### src/rtl/dmem_arbiter_pkg.sv
// dmem_arb_pkg: shared types and constants for the data-memory arbiter
package dmem_arb_pkg;
  localparam int DEF_ADDR_W = 8;
  localparam int DEF_DATA_W = 8;
  localparam logic PORT_MEM = 1'b0;
  localparam logic PORT_DBG = 1'b1;
  typedef enum logic [1:0] {IDLE, BYTE0, BYTE1, RESP} state_t;
endpackage

### src/rtl/dmem_arbiter_if.sv
// dmem_arbiter_if: requester handshake plus memory pin bundle
interface dmem_arbiter_if #(parameter int ADDR_W = 8, parameter int DATA_W = 8);
  logic [1:0] req;
  logic [1:0] we;
  logic [1:0] wide;
  logic [ADDR_W-1:0] addr0;
  logic [ADDR_W-1:0] addr1;
  logic [2*DATA_W-1:0] wdata0;
  logic [2*DATA_W-1:0] wdata1;
  logic [1:0] gnt;
  logic [1:0] done;
  logic [2*DATA_W-1:0] rdata;
  logic [ADDR_W-1:0] mem_address;
  logic [DATA_W-1:0] mem_writeData;
  logic mem_read;
  logic mem_write;
  logic [DATA_W-1:0] mem_readData;
  modport slave (
    input req, we, wide, addr0, addr1, wdata0, wdata1, mem_readData,
    output gnt, done, rdata, mem_address, mem_writeData, mem_read, mem_write
  );
  modport master (
    output req, we, wide, addr0, addr1, wdata0, wdata1, mem_readData,
    input gnt, done, rdata, mem_address, mem_writeData, mem_read, mem_write
  );
endinterface

### src/rtl/rr_arbiter2.sv
// rr_arbiter2: two-way round-robin / fixed-priority arbiter with last-grant pointer
module rr_arbiter2 (
  input  logic       clk,
  input  logic       rst,
  input  logic [1:0] req_i,
  input  logic       fixed_prio_i,
  input  logic       advance_i,
  output logic [1:0] grant_o
);
  logic last_q;
  // contention goes to port 0 under fixed priority or when port 1 won last
  always_comb grant_o = (req_i == 2'b11) ? ((fixed_prio_i || last_q) ? 2'b01 : 2'b10) : req_i;
  // pointer starts at port 1 so port 0 wins the first contention
  always_ff @(posedge clk)
    if (rst) last_q <= 1'b1;
    else if (advance_i && |grant_o) last_q <= grant_o[1];
endmodule

### src/rtl/dmem_arbiter.sv
// dmem_arbiter: serialises two requesters' byte/word accesses onto a single-port byte memory
module dmem_arbiter
  import dmem_arb_pkg::*;
#(
  parameter int ADDR_W     = DEF_ADDR_W,
  parameter int DATA_W     = DEF_DATA_W,
  parameter int FIXED_PRIO = 0
) (
  input logic clk,
  input logic rst,
  dmem_arbiter_if.slave bus
);
  state_t state_q;
  logic id_q, we_q, wide_q;
  logic [ADDR_W-1:0] addr_q, mem_address_q, sel_addr;
  logic [2*DATA_W-1:0] wdata_q, rdata_q, sel_wdata;
  logic [DATA_W-1:0] mem_writeData_q;
  logic mem_read_q, mem_write_q;
  logic [1:0] gnt_q, done_q, grant;
  logic win;
  rr_arbiter2 u_arb (
    .clk          (clk),
    .rst          (rst),
    .req_i        (bus.req),
    .fixed_prio_i (FIXED_PRIO != 0),
    .advance_i    (state_q == IDLE),
    .grant_o      (grant)
  );
  // winner's fields, sampled only in IDLE
  always_comb begin
    win       = grant[PORT_DBG];
    sel_addr  = win ? bus.addr1 : bus.addr0;
    sel_wdata = win ? bus.wdata1 : bus.wdata0;
  end
  // single FSM: memory pins are registered so they are set up on entry to BYTE0/BYTE1
  always_ff @(posedge clk) begin
    if (rst) begin
      state_q         <= IDLE;
      id_q            <= 1'b0;
      we_q            <= 1'b0;
      wide_q          <= 1'b0;
      addr_q          <= '0;
      wdata_q         <= '0;
      rdata_q         <= '0;
      gnt_q           <= '0;
      done_q          <= '0;
      mem_address_q   <= '0;
      mem_writeData_q <= '0;
      mem_read_q      <= 1'b0;
      mem_write_q     <= 1'b0;
    end else begin
      case (state_q)
        IDLE: if (|bus.req) begin
          state_q         <= BYTE0;
          id_q            <= win;
          we_q            <= bus.we[win];
          wide_q          <= bus.wide[win];
          addr_q          <= sel_addr;
          wdata_q         <= sel_wdata;
          gnt_q           <= grant;
          mem_address_q   <= sel_addr;
          mem_writeData_q <= sel_wdata[DATA_W-1:0];
          mem_read_q      <= !bus.we[win];
          mem_write_q     <= bus.we[win];
        end
        BYTE0: begin
          if (!we_q) rdata_q[DATA_W-1:0] <= bus.mem_readData;
          if (wide_q) begin
            state_q         <= BYTE1;
            mem_address_q   <= addr_q + ADDR_W'(1);
            mem_writeData_q <= wdata_q[2*DATA_W-1:DATA_W];
          end else begin
            if (!we_q) rdata_q[2*DATA_W-1:DATA_W] <= '0;
            state_q         <= RESP;
            done_q[id_q]    <= 1'b1;
            mem_address_q   <= '0;
            mem_writeData_q <= '0;
            mem_read_q      <= 1'b0;
            mem_write_q     <= 1'b0;
          end
        end
        BYTE1: begin
          if (!we_q) rdata_q[2*DATA_W-1:DATA_W] <= bus.mem_readData;
          state_q         <= RESP;
          done_q[id_q]    <= 1'b1;
          mem_address_q   <= '0;
          mem_writeData_q <= '0;
          mem_read_q      <= 1'b0;
          mem_write_q     <= 1'b0;
        end
        default: begin
          state_q <= IDLE;
          done_q  <= '0;
          gnt_q   <= '0;
        end
      endcase
    end
  end
  // strobes are gated by rst so a reset landing in BYTE1 suppresses the high-byte write
  always_comb begin
    bus.gnt           = gnt_q;
    bus.done          = done_q;
    bus.rdata         = rdata_q;
    bus.mem_address   = mem_address_q;
    bus.mem_writeData = mem_writeData_q;
    bus.mem_read      = mem_read_q & ~rst;
    bus.mem_write     = mem_write_q & ~rst;
  end
endmodule

### src/flat_wrapper.sv
// flat-port wrapper written by rule: the top's interface ports become plain ports
module dmem_arbiter_flat import dmem_arb_pkg::*;
#(
  parameter int ADDR_W     = DEF_ADDR_W,
  parameter int DATA_W     = DEF_DATA_W,
  parameter int FIXED_PRIO = 0
)
  (clk, rst, bus_req, bus_we, bus_wide, bus_addr0, bus_addr1, bus_wdata0, bus_wdata1, bus_mem_readData, bus_gnt, bus_done, bus_rdata, bus_mem_address, bus_mem_writeData, bus_mem_read, bus_mem_write);
  dmem_arbiter_if #(.ADDR_W(ADDR_W), .DATA_W(DATA_W)) bus_i ();
  input logic clk;
  input logic rst;
  input wire logic [$bits(bus_i.req)-1:0] bus_req;
  input wire logic [$bits(bus_i.we)-1:0] bus_we;
  input wire logic [$bits(bus_i.wide)-1:0] bus_wide;
  input wire logic [$bits(bus_i.addr0)-1:0] bus_addr0;
  input wire logic [$bits(bus_i.addr1)-1:0] bus_addr1;
  input wire logic [$bits(bus_i.wdata0)-1:0] bus_wdata0;
  input wire logic [$bits(bus_i.wdata1)-1:0] bus_wdata1;
  input wire logic [$bits(bus_i.mem_readData)-1:0] bus_mem_readData;
  output wire logic [$bits(bus_i.gnt)-1:0] bus_gnt;
  output wire logic [$bits(bus_i.done)-1:0] bus_done;
  output wire logic [$bits(bus_i.rdata)-1:0] bus_rdata;
  output wire logic [$bits(bus_i.mem_address)-1:0] bus_mem_address;
  output wire logic [$bits(bus_i.mem_writeData)-1:0] bus_mem_writeData;
  output wire logic [$bits(bus_i.mem_read)-1:0] bus_mem_read;
  output wire logic [$bits(bus_i.mem_write)-1:0] bus_mem_write;
  assign bus_i.req = bus_req;
  assign bus_i.we = bus_we;
  assign bus_i.wide = bus_wide;
  assign bus_i.addr0 = bus_addr0;
  assign bus_i.addr1 = bus_addr1;
  assign bus_i.wdata0 = bus_wdata0;
  assign bus_i.wdata1 = bus_wdata1;
  assign bus_i.mem_readData = bus_mem_readData;
  assign bus_gnt = bus_i.gnt;
  assign bus_done = bus_i.done;
  assign bus_rdata = bus_i.rdata;
  assign bus_mem_address = bus_i.mem_address;
  assign bus_mem_writeData = bus_i.mem_writeData;
  assign bus_mem_read = bus_i.mem_read;
  assign bus_mem_write = bus_i.mem_write;
  dmem_arbiter #(.ADDR_W(ADDR_W), .DATA_W(DATA_W), .FIXED_PRIO(FIXED_PRIO)) u_core (.clk(clk), .rst(rst), .bus(bus_i));
endmodule
### config.mk
export PLATFORM = sky130hd
export DESIGN_NAME = dmem_arbiter_flat
export DESIGN_NICKNAME = d
export VERILOG_FILES = /design/src/rtl/dmem_arbiter_pkg.sv /design/src/rtl/dmem_arbiter_if.sv /design/src/rtl/rr_arbiter2.sv /design/src/rtl/dmem_arbiter.sv /design/src/flat_wrapper.sv
export SDC_FILE = /design/constraint.sdc
export NUM_CORES = 1
export LEC_CHECK = 0
export CAP_MARGIN = 15
export CORE_ASPECT_RATIO = 1.1
export CORE_MARGIN = 4
export CORE_UTILIZATION = 45
export CTS_CLUSTER_SIZE = 8
export DETAILED_ROUTE_END_ITERATION = 16
export MAX_ROUTING_LAYER = met4
export PLACE_DENSITY_LB_ADDON = 0.15
export SETUP_SLACK_MARGIN = 0.2
export SYNTH_ARGS = -nofsm -noshare
export SYNTH_HDL_FRONTEND = slang
export SYNTH_SLANG_ARGS = --single-unit
export TNS_END_PERCENT = 20
### constraint.sdc
create_clock -name clk -period 2.5 [get_ports clk]
set_input_delay 0.375 -clock clk [delete_from_list [all_inputs] [get_ports clk]]
set_output_delay 0.375 -clock clk [all_outputs]
set_load 0.02 [all_outputs]
==> results.md, run 1 <==
* Cell-internal power at 2980 uW
* Slew @ Worst Pin at 654 ps
* First-pass GRT wire length at 12100 um
* Combinational fraction of design power at 48.0%
* Number of endpoints failing setup at the final stage at 0
* Global route total overflow at 0
* Antenna violations before repair at 0
* Net load switching power at 1880 uW
* Routability congestion estimate at 0.774
* 1st-iter DRT viols at 108
* Fin. Hold Viols at 0
* Synth area leader: dfxtp_1
* Switching part of the total at 38.7%
* Outcome: complete, no violations
* Net count of the mapped netlist at 388
* Overall Power at 4860 uW
* Synth Instances at 318
* Data arrival time of the critical path at 2380 ps
* Leakage power of the design at approximately 0.0016 uW
* Share of the clock period used by the worst path after layout at 84.7%
* Fillers at just over 500
* Setup repair after global routing missed its margin: false
* Yosys top cell area share at 41.5%
* Worst EP required at 2760 ps
* Async S/R FF share, synth at 0%
* Max VDD drop at 579 uV
* Average wire per cell in the routed design at around 15 um
* Count of antenna-violating nets left after detailed routing at 0
* Initial core utilization at around 47%
* Met3 capacity usage during global routing at under 10%
* Top_reg_cell synth: dfxtp_1
* Avg Synthesized Cell Area at 9.09 sq um
* Clock Path Buffers at 2
* Min-Delay Path Class: input pin to flip-flop
* Total negative setup slack at 0 ps
* Category of cells accounting for the largest share of critical-path delay: compound AO/OA/AOI/OAI gates
* Clock transition at the registers of the reported paths at 70 ps
* Number of buffers and inverters on the critical path at 2
* Die width at 84.4 um
* Vias in the first global route at 2599
* Clock tree root driver cell: clkbuf_8
* Detailed-route via count at 2666
* Global routing usage on met2 at around 34%
* Maximum number of pins on one net before global-route repair at 38
* Slew Limit Fails at 0
* Cts-stage hold buffer count at 0
* ANT cells at 0
* Crit. End Element: flip-flop
* Fraction of layout cells with a size suffix above 1 at 11.4%
* Number of max-cap violations at 0
* Number of port buffers at 101
* Cell-by-cell listing of the critical path: inv_1 -> ha_1 -> buf_4 -> and3_2 -> o211ai_1 -> o211a_1 -> a211oi_2
* Die Area at 0.00777 sq mm
* Sequential share of power at 31.0%
* Critical-path maximum fanout at 26
* Clock Power Share at 21.0%
* Peak Freq at 473 MHz
* Overall fraction of global-route tracks in use at 19.6%
* Number of CTS-inserted buffers at 9
* Worst slew margin relative to its limit at 56.1%
* Slowest stage cell on the critical path: dfxtp_1
* Synth-to-layout area growth at 45.7%
* Met1 Track Usage GR at between 20% and 30%
* Worst setup SP type: flip-flop
* Post-detailed-route DRC marker count at 0
* CP peak stage delay at 410 ps
* Dpl ws at 341 ps
* Pre-Repair DR Iteration Count at 4
* Setup fix buffers added after clock tree synthesis at 0
* Top Usage Layer GRT: met2
* Number of enable-type register cells in the synthesized netlist at 0
* Total routed wirelength at around 7300 um
* Number of nets in the layout at 487
* Slack of the critical path at 384 ps
* Clock Sink Count at 60
* Kind of critical path: flip-flop to flip-flop
* Mean number of vias per cell at 5.31
* Power Dens Cells at approximately 1200 mW/mm^2
* Half-perimeter wire length after detailed placement at 5260 um
* Number of library cell types mapped by synthesis at 39
* Number of warning messages in the yosys log at 0
* Most frequent cell after synthesis: dfxtp_1
* TritonCTS clock tree: yes
* Clock skew after layout at 7.49 ps
* H-Tree Level Count at 3
* Insertion delay to the later sink of the worst-skew pair at around 340 ps
* Number of top-level pins at 102
* Final period demand of the worst path at roughly 2100 ps
* Main area contributors after synthesis: dfxtp_1 (42%), mux2i_1 (12%), nor2_1 (6.2%), a211oi_1 (5.5%), o211a_1 (3.8%)
* Portion of the post-synthesis area used by sequential elements at 41.5%
* Site row count at 30
* Flop and latch count out of synthesis at 60
* Area of the placeable core at 0.00619 sq mm
* Resized cells post-CTS at 0
* Top post-synthesis cells by count: dfxtp_1 (60), nor2_1 (48), mux2i_1 (35)
* Chip Height at 92.1 um
* Post-synthesis cell area at 0.00289 sq mm
-- sequential cells by signal, indices dropped and copies added, names as in the netlist --
signal / count
u_core.addr_q: 8
u_core.we_q: 1
u_core.mem_write_q: 1
u_core.bus.mem_writeData: 8
u_core.bus.gnt: 2
u_core.state_q: 2
u_core.wide_q: 1
u_core.bus.done: 2
u_core.wdata_q: 8
u_core.u_arb.last_q: 1
u_core.bus.mem_address: 8
u_core.mem_read_q: 1
u_core.bus.rdata: 16
u_core.id_q: 1
-- cell type report --
| cell class | count | area [sq um] | share of cell area [%] |
|---|---|---|---|
| clock buffers | 12 | 165 | 3.92 |
| clock inverters | 4 | 70.1 | 1.66 |
| inverters | 6 | 22.5 | 0.534 |
| multi-input cells | 228 | 1550 | 36.9 |
| flip-flops and latches | 60 | 1200 | 28.5 |
| well taps | 80 | 100 | 2.38 |
| repair buffers | 112 | 1100 | 26.1 |
-- layout by cell type (no fill, tap or decap), types with 8 or more instances in the layout --
| master | Yosys | layout |
|---|---|---|
| o211a_1 | 11 | 11 |
| clkdlybuf4s50_1 | 0 | 100 |
| nand3_1 | 12 | 12 |
| nor3_1 | 8 | 8 |
| mux2i_1 | 35 | 35 |
| clkbuf_8 | 0 | 12 |
| nor2_1 | 48 | 47 |
| a211oi_1 | 21 | 21 |
| nand2_1 | 21 | 21 |
| a21oi_1 | 17 | 17 |
| nor3_2 | 8 | 8 |
| buf_4 | 1 | 10 |
| dfxtp_1 | 60 | 60 |
-- power groups by stage --
stage	clock network, uW	registers (uW)	logic [uW]
floorplan	0	1690	1360
global placement	0	1510	2300
detailed placement	0	1520	2350
CTS	1040	1500	2360
global route	1070	1550	2560
finish	1020	1510	2330
-- worst reg2reg max path, stage by stage, from the launching register on --
cell	delay [ps]
dfxtp_1	410
inv_1	90
ha_1	350
buf_4	320
and3_2	400
o211ai_1	130
o211a_1	130
a211oi_2	210
-- stage by stage --
step | area [sq um] | util [%] | std cells | hold WS [ps]
finish | 4210 | 68.0 | 502 | 402
global route | 4210 | 68.0 | 502 | 433
CTS | 4210 | 68.0 | 502 | 405
detailed placement | 3980 | 64.2 | 486 | 447
global placement | 3980 | 64.2 | 486 | 440
floorplan | 2890 | - | 318 | 473
-- kinds of logic after synthesis --
kind of cell               after synthesis  share of synthesized area [%]
adders and majority gates                6                           2.60
and+or+nand+nor                        115                           19.9
muxes                                   35                           12.1
xor gates and xnor gates                 3                          0.909
AOI/OAI and AO/OA                       69                           17.7
DFF                                     60                           41.5
buffers and inverters                   30                           5.19
-- per-layer routing --
metal  up-vias  routed length (um)  share of wire, %
met5         -                   0                 0
met4         0                 163               2.2
met3        15                 390               5.4
met2        76                3710                51
met1      1243                3030                42
li1       1332                   -                 -
-- path summary, 6_finish.rpt --
| path | startpoint | endpoint | slack, ps | cells after the start |
|---|---|---|---|---|
| min | rst | u_core.mem_read_q | 400 | 3 |
| max | u_core.state_q[0] | u_core.bus.mem_address[6] | 380 | 7 |
| min reg2reg | u_core.bus.rdata[11] | u_core.bus.rdata[11] | 450 | 2 |
| max reg2reg | u_core.state_q[0] | u_core.bus.mem_address[6] | 380 | 7 |
No activity file was read; power rests on OpenSTA's default activity.
==> run 2, diff against run 1 <==
==> constraint.sdc (replaced) <==
create_clock -name clk -period 2.03 [get_ports clk]
set_input_delay 0.3045 -clock clk [delete_from_list [all_inputs] [get_ports clk]]
set_output_delay 0.3045 -clock clk [all_outputs]
set_load 0.02 [all_outputs]
==> run 2 against run 1 <==
Maximum frequency grew 21%. Register-to-register slack lost 110 ps. Worst setup slack lost 110 ps. Via count shrank 0.30%. Largest power group unchanged. Clock power shrank 9.5%. Clock-buffer cell count grew 1. Clock skew shrank 1.1 ps. Worst hold slack lost 77 ps. Combinational power grew 35%. Die area is the same. First-iteration DRC count shrank 16%.
==> results.md, run 2 (synthesized netlist as in run 1, its figures left out) <==
* Fillers at roughly 500
* Total routed wirelength at just over 7000 um
* Net load switching power at 2300 uW
* Crit. End Element: flip-flop
* Share of the clock period used by the worst path after layout at 86.3%
* Power Dens Cells at 1370 mW/mm^2
* Most frequent standard cell in the layout excluding fill and tap cells: clkdlybuf4s50_1
* Area of the placeable core at 0.00619 sq mm
* Top library cells by usage in the layout, fill and taps aside: clkdlybuf4s50_1 (100), dfxtp_1 (58), nor2_1 (47)
* Kind of critical path: flip-flop to flip-flop
* Total negative setup slack at 0 ps
* Critical-path maximum fanout at 5
* Slew @ Worst Pin at roughly 380 ps
* Number of nets in the layout at between 400 and 500
* Area of the multi-input gates at between 0.0015 and 0.002 sq mm
* Maximum number of pins on one net before global-route repair at 34
* H-Tree Level Count at 3
* Mean number of vias per cell at 5.18
* Number of endpoints failing setup at the final stage at 0
* Max VDD drop at between 700 and 800 uV
* Number of CTS-inserted buffers at 9
* Overall fraction of global-route tracks in use at 19.0%
* Count of antenna-violating nets left after detailed routing at 0
* Number of top-level pins at 102
* Half-perimeter wire length after detailed placement at 5250 um
* TritonCTS clock tree: yes
* Setup repair after global routing missed its margin: false
* Min-Delay Path Class: input pin to flip-flop
* Cell-internal power at around 3600 uW
* Global route total overflow at 0
* Antenna violations before repair at 0
* ANT cells at 0
* Slew Limit Fails at 0
* CP peak stage delay at between 500 and 600 ps
* Clock Path Buffers at 2
* Die width at 84.4 um
* Fraction of layout cells with a size suffix above 1 at 15.2%
* Combinational fraction of design power at 53.1%
* Max FFs per register at 16
* Overall Power at 5900 uW
* Synth-to-layout area growth at 48.7%
* Clock skew after layout at 6.41 ps
* Fin. Hold Viols at 0
* Worst EP required at 2280 ps
* Worst setup path start: u_core.state_q[0]
* Clock Power Share at 15.6%
* Clock tree root driver cell: clkbuf_8
* Worst slew margin relative to its limit at 74.6%
* Sequential share of power at 31.2%
* First-pass GRT wire length at 11800 um
* Data arrival time of the critical path at 2000 ps
* Switching part of the total at 39.0%
* Site row count at 30
* Origin of the critical flop-to-flop path: u_core.state_q[0]
* Cts-stage hold buffer count at 0
* Final period demand of the worst path at 1750 ps
* 1st-iter DRT viols at 91
* Number of max-cap violations at 0
* Insertion delay to the later sink of the worst-skew pair at approximately 330 ps
* Chip Height at ~92 um
* Number of port buffers at 101
* Worst Reg2Reg Path Length in Cells at 6
* Vias in the first global route at 2602
* Cell-by-cell listing of the critical path: inv_1 -> ha_4 -> nand3_4 -> or4_4 -> o211a_1 -> a211oi_2
* Worst hold margin at 326 ps
* Outcome: complete, no violations
* Leakage power of the design at between 0.0015 and 0.002 uW
* Clock transition at the registers of the reported paths at 70 ps
* Slowest stage cell on the critical path: or4_4
* Worst setup SP type: flip-flop
* Hold Path Depth at 3
* Clock Sink Count at 60
* Die Area at ~0.0078 sq mm
* Startpoint of the worst hold path: rst
* Post-detailed-route DRC marker count at 0
* Average wire per cell in the routed design at between 10 and 15 um
* Detailed-route via count at approximately 2700
* Routability congestion estimate at 0.791
* Peak Freq at 571 MHz
* Initial core utilization at 46.7%
* Pre-Repair DR Iteration Count at 4
* Register cell area after layout at 0.00121 sq mm
run 2: worst paths after layout:
path                                to  slack (ps)
min reg2reg       u_core.bus.rdata[11]         450
min                  u_core.mem_read_q         330
max          u_core.bus.mem_address[6]         280
max reg2reg  u_core.bus.mem_address[6]         280
run 2: final cells by class:
type                            count  area share (%)
Tap cell                           80            2.33
Clock buffer                       13            3.70
Timing Repair Buffer              124            28.3
Multi-Input combinational cell    228            36.8
Inverter                            6           0.524
Sequential cell                    60            28.1
Clock inverter                      2           0.233
run 2: critical path, delay by kind of cell (launching register included):
family | cells | cell delay [ps]
buf+inv | 1 | 80
fa+ha+maj | 1 | 290
flops | 1 | 360
compound gates | 2 | 340
simple gates | 2 | 600
run 2: per-stage QoR:
stage	std cells	setup WS [ps]	util, %	area [sq um]
6_report	513	277	69.4	4300
2_1_floorplan	318	205	-	2890
5_1_grt	513	195	69.4	4300
4_1_cts	508	241	68.6	4250
3_5_place_dp	493	92.1	65.5	4060
3_3_place_gp	493	111	65.5	4060
run 2: power groups by stage:
stage	Sequential, uW	Combinational, uW	Clock, uW
floorplan	2080	1690	0
global placement	1840	2970	0
detailed placement	1850	3020	0
CTS	1830	3090	943
global route	1890	3450	996
finish	1840	3140	923
run 2: repair_timing:
item	CTS	global route
buffers inserted	0	5
pin swaps	0	1
endpoints found under the setup margin	12	10
gates resized for setup	5	7
run 2: routing by layer:
metal	routed length (um)	GRT usage, %	up-vias
li1	-	-	1350
met1	3090	22.1	1233
met2	3640	32.8	65
met3	337	3.59	10
met4	106	6.46	0
met5	0	-	-
